## config.mk

```make
export PLATFORM = sky130hd
export DESIGN_NAME = writeback_arb_ctrl
export DESIGN_NICKNAME = d
export VERILOG_FILES = /design/src/rtl/writeback_arb_ctrl.sv
export SDC_FILE = /design/constraint.sdc
export NUM_CORES = 1
export LEC_CHECK = 0
export CAP_MARGIN = 30
export CORE_UTILIZATION = 41
export CTS_BUF_LIST = sky130_fd_sc_hd__clkbuf_8
export CTS_CLUSTER_DIAMETER = 120
export DETAILED_ROUTE_END_ITERATION = 12
export PLACE_DENSITY_LB_ADDON = 0.15
export SLEW_MARGIN = 20
export SYNTH_ARGS = -nofsm -noshare
export SYNTH_HDL_FRONTEND = slang
export SYNTH_SLANG_ARGS = --single-unit
```

## constraint.sdc

```tcl
create_clock -name clock -period 4.1 [get_ports clock]
set_input_delay 0.41 -clock clock [delete_from_list [all_inputs] [get_ports clock]]
set_output_delay 0.41 -clock clock [all_outputs]
set_load 0.005 [all_outputs]
```

## src/rtl/writeback_arb_ctrl.sv

```systemverilog
// LC-3 writeback: round-robin ALU/load write arbiter, 8x16 register file, NZP code.
// Define WB_BYPASS_EN to make VSR1/VSR2 write-through when a commit hits the read address.
module writeback_arb_ctrl #(
    parameter int DATA_W = 16,
    parameter int NREGS  = 8
) (
    input  logic                     clock,
    input  logic                     reset,
    input  logic                     alu_valid,
    output logic                     alu_ready,
    input  logic [$clog2(NREGS)-1:0] alu_dr,
    input  logic [DATA_W-1:0]        alu_data,
    input  logic                     alu_setcc,
    input  logic                     mem_valid,
    output logic                     mem_ready,
    input  logic [$clog2(NREGS)-1:0] mem_dr,
    input  logic [DATA_W-1:0]        mem_data,
    input  logic                     mem_setcc,
    input  logic [$clog2(NREGS)-1:0] sr1,
    input  logic [$clog2(NREGS)-1:0] sr2,
    output logic [2:0]               psr,
    output logic [DATA_W-1:0]        VSR1,
    output logic [DATA_W-1:0]        VSR2
);

    localparam int AW = $clog2(NREGS);

    typedef enum logic {
        GRANT_ALU = 1'b0,
        GRANT_MEM = 1'b1
    } grant_t;

    grant_t              r_last_grant;
    grant_t              w_last_next;
    logic [DATA_W-1:0]   r_rf [NREGS];
    logic [2:0]          r_psr;
    logic [DATA_W-1:0]   r_vsr1;
    logic [DATA_W-1:0]   r_vsr2;

    logic                w_grant_alu;
    logic                w_grant_mem;
    logic                w_wr_en;
    logic [AW-1:0]       w_wr_dr;
    logic [DATA_W-1:0]   w_wr_data;
    logic                w_wr_setcc;
    logic                w_n;
    logic                w_z;
    logic [2:0]          w_psr_next;
    logic [DATA_W-1:0]   w_rd1;
    logic [DATA_W-1:0]   w_rd2;

    // On a tie the source that did not win last time is granted.
    always_comb begin
        w_grant_alu = 1'b0;
        w_grant_mem = 1'b0;
        if (!reset) begin
            if (alu_valid && (!mem_valid || r_last_grant == GRANT_MEM)) begin
                w_grant_alu = 1'b1;
            end else if (mem_valid) begin
                w_grant_mem = 1'b1;
            end
        end

        w_last_next = r_last_grant;
        if (w_grant_alu) begin
            w_last_next = GRANT_ALU;
        end else if (w_grant_mem) begin
            w_last_next = GRANT_MEM;
        end

        w_wr_en    = w_grant_alu | w_grant_mem;
        w_wr_dr    = w_grant_alu ? alu_dr    : mem_dr;
        w_wr_data  = w_grant_alu ? alu_data  : mem_data;
        w_wr_setcc = w_grant_alu ? alu_setcc : mem_setcc;

        w_n        = w_wr_data[DATA_W-1];
        w_z        = (w_wr_data == '0);
        w_psr_next = {w_n, w_z, !w_n && !w_z};

        w_rd1 = r_rf[sr1];
        w_rd2 = r_rf[sr2];
`ifdef WB_BYPASS_EN
        if (w_wr_en && w_wr_dr == sr1) begin
            w_rd1 = w_wr_data;
        end
        if (w_wr_en && w_wr_dr == sr2) begin
            w_rd2 = w_wr_data;
        end
`else
`endif
    end

    always_ff @(posedge clock) begin
        if (reset) begin
            for (int i = 0; i < NREGS; i++) begin
                r_rf[i] <= '0;
            end
            r_psr        <= 3'b010;
            r_vsr1       <= '0;
            r_vsr2       <= '0;
            r_last_grant <= GRANT_MEM;
        end else begin
            if (w_wr_en) begin
                r_rf[w_wr_dr] <= w_wr_data;
            end
            if (w_wr_en && w_wr_setcc) begin
                r_psr <= w_psr_next;
            end
            r_vsr1       <= w_rd1;
            r_vsr2       <= w_rd2;
            r_last_grant <= w_last_next;
        end
    end

    assign alu_ready = w_grant_alu;
    assign mem_ready = w_grant_mem;
    assign psr       = r_psr;
    assign VSR1      = r_vsr1;
    assign VSR2      = r_vsr2;

endmodule

```

==> impl_metrics.tcl <==
set metrics [dict create \
    critical_path.most_common_cell "sky130_fd_sc_hd__clkdlybuf4s50_1" \
    grt_max_degree 40 \
    clock-root-buffer "sky130_fd_sc_hd__clkbuf_8" \
    yosys_register_bits 164 \
    gp_congestion 0.748 \
    worst-path-buf-inv 4 \
    gr-usage-all-layers_pct 23.1 \
    leakagePower_uw 0.00347 \
    floorplan.die.width_um 141 \
    finalSetupViolCount 0 \
    final_hold_viol_count 0 \
    clock_sink_count 164 \
    flow.area_growth_from_synthesis_pct 20.8 \
    post_synth_most_frequent_cells "sky130_fd_sc_hd__nor2_1 (162), sky130_fd_sc_hd__edfxtp_1 (128), sky130_fd_sc_hd__mux4_2 (64), sky130_fd_sc_hd__mux2i_1 (38), sky130_fd_sc_hd__dfxtp_1 (36)" \
    cts.reportedPaths.clkPinSlew_ps 80 \
    post_cts_buffers 0 \
    synth-async-reset-ratio_pct 0 \
    detail-route-antenna-nets 0 \
    antenna_cells 0 \
    ios 87 \
    count_of_different_cell_masters_after_synthesis 42 \
    yosys-top-cells-area "sky130_fd_sc_hd__edfxtp_1 (48%), sky130_fd_sc_hd__mux4_2 (18%), sky130_fd_sc_hd__dfxtp_1 (9.1%), sky130_fd_sc_hd__nor2_1 (7.7%), sky130_fd_sc_hd__mux2i_1 (4.8%)" \
    vias 5056 \
    placed_cell_area_um2 9080 \
    irDropWorstVdd_mv 0.199 \
    crit_path_max_incr_delay_ps 690 \
    crit_path_end_kind "primary output" \
    gr-total-overflow 0 \
    grt_first_pass_wirelength_um 32500 \
    layout-drive-gt1-share_pct 24.0 \
    postRouteWirelength_um 21600 \
    main_combinational_cell_family_by_area_after_synthesis "multiplexers" \
    synthDominantCellAreaShare_pct 48.5 \
    cp_max_fo 25 \
    cpMaxStageDelayCell "sky130_fd_sc_hd__nand3_2" \
    iteration_0_drc_markers 314 \
    cts.hold.buffers_added 0 \
    synth_compound_area_share_pct 3.19 \
    synth.mux.area_fraction_pct 25.9 \
    seq_power_share_pct 50.9 \
    setup.worst_path.start_class "input pin" \
    switching_share_pct 23.9 \
    yosys_warnings 0 \
    floorplan.initialDensity_pct 42.1 \
    crit_path_cell_trace "clkdlybuf4s50_1 > inv_2 > nand3_2 > inv_1 > clkdlybuf4s50_1" \
    outcome "finished clean" \
    numPortBuffers 86 \
    syn_nets 585 \
    synth_cells 535 \
    postSynthAreaPerCell_um2 14.8 \
    min_period_ps 3120 \
    antenna_found_initial 0 \
    grt_setup_unrepaired "no" \
    synthesis.area_um2 7930 \
    yosys.cell_count.top_type "sky130_fd_sc_hd__nor2_1" \
    path_delay_family "buffers and inverters" \
    first_global_vias 5372 \
    max_slew_margin_pct 32.7 \
    insertion_delay_ps 460 \
    residual_drc_count 0 \
    synthFlopType "sky130_fd_sc_hd__edfxtp_1" \
    synth_simple_gate_area_share_pct 10.5 \
    max_slew.worst_pin.slew_ps 1010 \
    htree_levels 4 \
    number_of_flops_mapped_to_enable_cells_by_yosys 128 \
    worst_hold_slack_ps 516 \
    die_ar_um2 19900 \
    synth_sequential_area_ratio_pct 57.6 \
    fp.coreArea_um2 18800 \
    drt-pass1-iter-count 5 \
    design_area_um2 9570 \
    worst_clock_skew_ps 12.9 \
    netlist.top_cell.by_area "sky130_fd_sc_hd__edfxtp_1" \
    power.combinational.fraction_pct 14.4 \
    rows 50 \
    synth_fa_ha_area_share_pct 0 \
    tritoncts "done" \
    drt-wirelength-per-cell_um 24.0 \
    report.final.slew_viol_count 0 \
    type_of_the_worst_min_delay_path "flip-flop to flip-flop" \
    detail_route.vias_per_cell 5.60 \
    cap_viol_max_count 0 \
    totalNegativeSetupSlack_ps 0 \
    setup_slack_ps 976 \
    power.density_cell_area_nw_per_um2 398 \
    worst_ep_arrival_time_ps 2710 \
    fmax_mhz 320 \
    clock_tree.buffer_depth 2 \
    dieHeight_um 141 \
    power_switching_uw 910 \
    tritoncts_buffers 17 \
    placement.setup.worst_slack_ps 665 \
    post-route-period-util_pct 76.2 \
    synth-xor-area-share_pct 0 \
    power_frac_clock_pct 34.7 \
    post_cts_resize_count 0 \
    critPathRequiredTime_ps 3690 \
    ws_path_type "input pin to primary output" \
    power_report.internal_total_uw 2900 \
    finalNetCount 680 \
    post-dp-hpwl_um 13200 \
]
power by group through the flow:
stage / combinational [uW] / sequential [uW] / clock, uW
floorplan: 310 / 1960 / 0
global placement: 539 / 1970 / 0
detailed placement: 544 / 1980 / 0
CTS: 545 / 1940 / 1330
global route: 582 / 1950 / 1400
finish: 548 / 1940 / 1320
placed cells by master (no fill, tap or decap), types with 2 or more instances in the layout:
master                            Yosys  routed
sky130_fd_sc_hd__clkdlybuf4s50_1      0      82
sky130_fd_sc_hd__nand2_1             12      12
sky130_fd_sc_hd__clkinv_2             0       4
sky130_fd_sc_hd__dfxtp_1             36      36
sky130_fd_sc_hd__nor4_2               3       3
sky130_fd_sc_hd__nand4_1              2       2
sky130_fd_sc_hd__nor4_1               8       8
sky130_fd_sc_hd__buf_16               0       3
sky130_fd_sc_hd__a311oi_2             2       2
sky130_fd_sc_hd__buf_2               15       3
sky130_fd_sc_hd__inv_1                3       6
sky130_fd_sc_hd__mux2i_2              3       3
sky130_fd_sc_hd__bufinv_16            0       5
sky130_fd_sc_hd__nor2_1             162     162
sky130_fd_sc_hd__mux4_2              64      64
sky130_fd_sc_hd__nand2b_1             2       2
sky130_fd_sc_hd__o211ai_2             8       8
sky130_fd_sc_hd__buf_4                2      23
sky130_fd_sc_hd__clkbuf_8             0      18
sky130_fd_sc_hd__mux2i_4              8       8
sky130_fd_sc_hd__edfxtp_1           128     128
sky130_fd_sc_hd__mux2i_1             38      38
logic make-up after synthesis:
kind of cell    count (synthesis)
compound gates                 22
buf+inv                        39
simple gates                  196
flops                         164
mux                           114
registers in the layout (all words and copies together), names as in the netlist:
name and flops:
VSR2 16, psr 3, VSR1 16, r_last_grant 1, r_rf 128
path summary, 6_finish.rpt:
kind	startpoint	endpoint	slack [ps]	cells past startpoint
min reg2reg	psr[0]$_SDFFE_PP0P_	psr[0]$_SDFFE_PP0P_	520	2
min	psr[0]$_SDFFE_PP0P_	psr[0]$_SDFFE_PP0P_	520	2
max reg2reg	r_last_grant$_SDFFE_PP1P_	r_rf[5][7]$_SDFFCE_PN0P_	1540	5
max	reset	alu_ready	980	5
through the flow:
step / total power, uW / std cells / utilization [%]
after floorplan: 2270 / 535 / -
after global routing: 3930 / 903 / 50.8
after detailed placement: 2520 / 869 / 48.2
final: 3810 / 903 / 50.8
after global placement: 2510 / 868 / 48.1
after CTS: 3810 / 901 / 50.6
worst min-delay path: cells and delay by family, from the launching register on:
kind | cells | cell delay (ps)
compound gates | 1 | 60
simple gates | 1 | 80
flops | 1 | 330
per-layer routing:
| layer | GRT usage [%] | wire (um) | vias to the layer above |
|---|---|---|---|
| met1 | 29.3 | 8910 | 2634 |
| met3 | 4.79 | 1180 | 28 |
| met2 | 39.9 | 11200 | 174 |
| met5 | 0 | 0 | - |
| met4 | 6.92 | 374 | 0 |
| li1 | - | - | 2220 |
final cells by class:
cell class                 count  area (um2)
tap                          260         325
timing repair buffer         111        1090
multi-input combinational    332        3140
fill                        1603        9260
inverter                       4        15.0
clock buffer                  18         248
clock inverter                14         193
sequential                   164        4560
Note: power is estimated with default switching activity, not from simulation.
